`src/rtl/writeback_pc.sv`:
```
// Write-back / PC-update stage of the sequential Y86-64 core: register file,
// next-PC register, sticky status FSM and retired-instruction counter.
module writeback_pc #(
  parameter logic [63:0] RESET_PC = 64'd64,
  parameter logic [63:0] RSP_INIT = 64'd0,
  parameter int          CNT_W    = 32
) (
  input  logic             clk,
  input  logic             rst_n,
  input  logic [3:0]       icode,
  input  logic [3:0]       rA,
  input  logic [3:0]       rB,
  input  logic             cnd,
  input  logic [63:0]      valC,
  input  logic [63:0]      valP,
  input  logic [63:0]      valE,
  input  logic [63:0]      valM,
  input  logic             imem_error,
  input  logic             instr_valid,
  input  logic             dmem_error,
  output logic [63:0]      valA,
  output logic [63:0]      valB,
  output logic [63:0]      PC,
  output logic [2:0]       stat,
  output logic [CNT_W-1:0] retired
);

  typedef enum logic [2:0] {
    S_AOK = 3'd1,
    S_HLT = 3'd2,
    S_ADR = 3'd3,
    S_INS = 3'd4
  } stat_t;

  localparam logic [3:0] RNONE = 4'hF;
  localparam logic [3:0] RSP   = 4'h4;

  logic [63:0]      regs_q [15];
  logic [63:0]      regs_d [15];
  logic [63:0]      pc_q, pc_d;
  stat_t            stat_q, stat_d;
  logic [CNT_W-1:0] retired_q, retired_d;
  logic [3:0]       src_a, src_b, dst_e, dst_m;
  logic             commit;
  logic [63:0]      next_pc;

  always_comb begin
    src_a = RNONE;
    src_b = RNONE;
    dst_e = RNONE;
    dst_m = RNONE;
    unique case (icode)
      4'h2, 4'h4, 4'h6, 4'hA: src_a = rA;
      4'h9, 4'hB:             src_a = RSP;
      default:                src_a = RNONE;
    endcase
    unique case (icode)
      4'h4, 4'h5, 4'h6:       src_b = rB;
      4'h8, 4'h9, 4'hA, 4'hB: src_b = RSP;
      default:                src_b = RNONE;
    endcase
    unique case (icode)
      4'h3, 4'h6:             dst_e = rB;
      4'h2:                   dst_e = cnd ? rB : RNONE;
      4'h8, 4'h9, 4'hA, 4'hB: dst_e = RSP;
      default:                dst_e = RNONE;
    endcase
    unique case (icode)
      4'h5, 4'hB:             dst_m = rA;
      default:                dst_m = RNONE;
    endcase
  end

  // Reads see pre-edge contents only; there is deliberately no write bypass.
  always_comb begin
    valA = (src_a == RNONE) ? 64'd0 : regs_q[src_a];
    valB = (src_b == RNONE) ? 64'd0 : regs_q[src_b];
  end

  always_comb begin
    unique case (icode)
      4'h7:    next_pc = cnd ? valC : valP;
      4'h8:    next_pc = valC;
      4'h9:    next_pc = valM;
      default: next_pc = valP;
    endcase
  end

  // Faults and halts are evaluated before commit, so the offending
  // instruction leaves registers, PC and counter untouched.
  always_comb begin
    stat_d = stat_q;
    commit = 1'b0;
    unique case (stat_q)
      S_AOK: begin
        if (imem_error || dmem_error) stat_d = S_ADR;
        else if (!instr_valid)        stat_d = S_INS;
        else if (icode == 4'h0)       stat_d = S_HLT;
        else                          commit = 1'b1;
      end
      default: stat_d = stat_q;
    endcase
  end

  // valM is written after valE so it wins on dstE==dstM (popq %rsp).
  always_comb begin
    for (int i = 0; i < 15; i++) regs_d[i] = regs_q[i];
    pc_d      = pc_q;
    retired_d = retired_q;
    if (commit) begin
      if (dst_e != RNONE) regs_d[dst_e] = valE;
      if (dst_m != RNONE) regs_d[dst_m] = valM;
      pc_d      = next_pc;
      retired_d = retired_q + CNT_W'(1);
    end
  end

  always_ff @(posedge clk or negedge rst_n) begin
    if (!rst_n) begin
      for (int i = 0; i < 15; i++) regs_q[i] <= (i == 4) ? RSP_INIT : 64'd0;
      pc_q      <= RESET_PC;
      stat_q    <= S_AOK;
      retired_q <= '0;
    end else begin
      regs_q    <= regs_d;
      pc_q      <= pc_d;
      stat_q    <= stat_d;
      retired_q <= retired_d;
    end
  end

  assign PC      = pc_q;
  assign stat    = stat_q;
  assign retired = retired_q;

endmodule

```
`config.mk`:
```
export PLATFORM = sky130hd
export DESIGN_NAME = writeback_pc
export DESIGN_NICKNAME = d
export VERILOG_FILES = /design/src/rtl/writeback_pc.sv
export SDC_FILE = /design/constraint.sdc
export NUM_CORES = 2
export LEC_CHECK = 0
export ABC_CLOCK_PERIOD_IN_PS = 2800
export CORE_MARGIN = 2
export CORE_UTILIZATION = 40
export DETAILED_ROUTE_END_ITERATION = 6
export MAX_ROUTING_LAYER = met4
export PLACE_DENSITY_LB_ADDON = 0.25
export SETUP_SLACK_MARGIN = 0.4
export SYNTH_ARGS = -nofsm -noshare
export SYNTH_HDL_FRONTEND = slang
export SYNTH_SLANG_ARGS = --single-unit
```
`constraint.sdc`:
```
create_clock -name clk -period 2.8 [get_ports clk]
set_input_delay 0.56 -clock clk [delete_from_list [all_inputs] [get_ports clk]]
set_output_delay 0.56 -clock clk [all_outputs]
set_load 0.01 [all_outputs]
```
==> flow_summary_export.csv <==
group,metric,value,unit
timing,maxClockFrequency,285,MHz
status,violations,"design-rule violations, negative setup slack",
global_route,gr-total-overflow,0,
power_and_ir_drop,sw_frac_of_total,0.294,
power_and_ir_drop,p_switching,12.0,mW
clock_network,cts-buffers-inserted,130,
layout,areaGrowthSynthToFinish,47.5,%
power_and_ir_drop,power.share.combinational,0.191,
worst_hold_path,worstHoldPathType,"primary input to register",
placement,place_ws,-1760,ps
clock_network,htreeDepth,4,
layout,fin_nets,7692,
floorplan,initial_core_util,0.402,
floorplan,ioPinCount,501,
yosys,ys_seq_area_frac,0.417,
yosys,synth.top_cell.area_share,0.416,
floorplan,die_h,403,um
clock_network,root_buffer,"clkbuf_16",
timing,maxSlewViolCount,0,
worst_setup_path,critPathArrivalTime,2950,ps
yosys,avgSynthCellArea,9.82,um2
timing,fin_ws,-705,ps
power_and_ir_drop,power_per_cell_area,434,nW/um2
placement,io_buffer_count,500,
yosys,synth_area_leaders,"dfrtp_1 (42%), a2bb2oi_1 (11%), o22ai_1 (7.6%), clkbuf_1 (4.4%), mux2i_1 (3.8%)",
placement,dpl.hpwl,221000,um
floorplan,rows,146,
clock_network,clk_latency,820,ps
timing,period_needed,3510,ps
layout,final_common_cell,"dfrtp_1",
global_route,grt_use_total,0.445,
worst_setup_path,max_stage_delay,590,ps
power_and_ir_drop,p_leak,39.5,nW
worst_setup_path,critPathLaunchType,"primary input",
timing,finalCritPeriodShare,1.25,
run,drv_cap,0,
yosys,synthDistinctLibCells,74,
floorplan,core,158000,um2
global_route,grt_antenna_before_repair,20,
floorplan,die_area,162000,um2
worst_setup_path,worstSetupPathType,"primary input to output pin",
detailed_routing,vias,75400,
worst_setup_path,worstSetupEndpointType,"output pin",
yosys,synth_top_cell_by_area,"dfrtp_1",
worst_setup_path,cp.required,2240,ps
detailed_routing,final_antenna_net_count,0,
timing,rsz0062_at_grt,"true",
yosys,synthArstFlopShare,1.00,
power_and_ir_drop,vdd_drop_max,0.000678,V
timing,skew,34.2,ps
global_route,grt_max_degree,109,
timing,hold_viol,0,
timing,slew_headroom,0.244,
yosys,syn_nets,6756,
yosys,synth_edf_count,0,
worst_setup_path,path_cells,"buf_6 -> buf_8 -> buf_12 -> buf_4 -> nand2_8 -> buf_6 -> a31oi_4 -> buf_4 -> buf_6 -> buf_6 -> a21oi_1 -> a211oi_2 -> or4_4 -> buf_6",
clock_network,cts_buffer_depth,3,
worst_setup_path,critical_path.most_common_cell,"buf_6",
status,status,"complete, but fails checks",
timing,tightestPinTransition,1130,ps
yosys,synth-seq-cells,1059,
yosys,ys_warn_count,0,
layout,post-route-util,0.593,
layout,mostFrequentLayoutCells,"dfrtp_1 (1057), o22ai_1 (768), a2bb2oi_1 (712), buf_4 (618), buf_12 (371)",
power_and_ir_drop,p_int,28.7,mW
detailed_routing,via_per_inst,7.84,
worst_setup_path,crit_fanout,11,
worst_setup_path,cp_slowest_cell,"or4_4",
detailed_routing,dr.pass1.iters,7,
clock_network,cts_tree,"built",
global_route,grt_pass1_vias,71300,
layout,drive_gt1_frac,0.324,
timing,finalSetupViolations,128,
power_and_ir_drop,clkPwrFrac,0.433,
floorplan,die_w,403,um
placement,gp_congestion,0.977,
detailed_routing,remaining_drc_errors,24,
detailed_routing,drt_iter0_drc,13800,
yosys,netlist_area,63600,um2
yosys,syn-instance-count,6481,
detailed_routing,wl_per_cell,39.4,um
clock_network,clk_pin_slew,60,ps
yosys,synthFlopType,"dfrtp_1",
detailed_routing,totalWireLength,379000,um
global_route,grt_pass1_wl,518000,um
clock_network,clock_sinks,1059,
power_and_ir_drop,p_seq_frac,0.376,
-- cells in the mapped netlist, types with 55 or more instances --
cell type  number
a211oi_1      148
a21oi_1       167
a221o_1       190
a221oi_1      249
a22oi_1       114
a2bb2oi_1     772
a2bb2oi_2      60
a311oi_1       79
a31oi_1        86
buf_1         120
buf_2         122
clkbuf_1      738
dfrtp_1      1057
mux2_2         72
mux2i_1       239
nand2_1       323
nand3_1        71
nand4_1        55
nor2_1        248
o22a_1         63
o22ai_1       770
o2bb2ai_1     131
o32ai_1        84
-- cell type report --
cell class,instances,area [um2]
diodes,24,60.1
multi-input cells,4403,38000
flip-flops and latches,1059,26500
well taps,2072,2590
clock buffers,186,3840
fillers,12600,64300
clock inverters,47,494
repair buffers,1797,22300
inverters,26,97.6
-- critical path: cells and delay by family --
kind / cells / cell delay, ps
buffers and inverters: 9 / 1240
AND/OR/NAND/NOR: 2 / 680
AO/OA/AOI/OAI: 3 / 440
-- flip-flops by register name, summed over array words and instances (netlist names) --
name and flops:
regs_q 960, PC 64, retired 32, stat 3
-- power groups by stage --
stage               registers [mW]  logic (mW)  clock network [mW]
floorplan                     15.6        2.43                   0
global placement              15.6        5.77                   0
detailed placement            15.6        5.79                   0
CTS                           15.3        6.93                17.5
global route                  15.3        7.80                18.2
finish                        15.3        7.77                17.7
-- kinds of logic after synthesis --
| group | after synthesis | synth area share |
|---|---|---|
| AO/OA/AOI/OAI | 3226 | 0.404 |
| flip-flops | 1059 | 0.417 |
| multiplexers | 311 | 0.0503 |
| adder cells (fa/ha/maj) | 1 | 0.000197 |
| XOR/XNOR | 31 | 0.00427 |
| AND/OR/NAND/NOR | 833 | 0.0602 |
| buffers and inverters | 1020 | 0.0641 |
-- final timing paths --
kind | start | endpoint | slack (ps) | cells past startpoint
min in group asynchronous | rst_n | regs_q[890] | 310 | 2
worst min register to register | retired[31] | retired[31] | 490 | 1
worst max register to register | stat[1] | regs_q[202] | 430 | 8
worst min-delay path | valP[6] | PC[6] | 280 | 3
worst max-delay path | icode[3] | valA[19] | -710 | 14
max in group asynchronous | rst_n | regs_q[602] | 1440 | 4
-- metrics by stage --
stage	std cells	setup TNS [ps]	power [mW]	hold WS, ps	instance area, um2
6_report	9614	-74030	40.7	279	93900
5_1_grt	9610	-77610	41.3	279	93800
4_1_cts	9454	-64980	39.8	250	90000
3_5_place_dp	8960	-911930	21.4	485	79600
3_3_place_gp	8960	-911090	21.4	463	79600
2_1_floorplan	6481	0	18.0	264	65300
-- repair_timing --
item | CTS | global route
pin swaps | 259 | 202
setup endpoints to repair | 1161 | 590
hold buffers | 1 | 0
endpoints found under the hold margin | 26 | 0
setup buffers | 214 | 97
gates resized for setup | 1184 | 327
cloned | 46 | 39
-- per-layer routing --
metal	track usage	wire length, um	vias to the layer above
li1	-	-	28500
met1	0.556	133000	36600
met2	0.594	149000	7880
met3	0.171	63700	2428
met4	0.287	33400	0
met5	-	0	-
(Power assumes the default switching activity.)
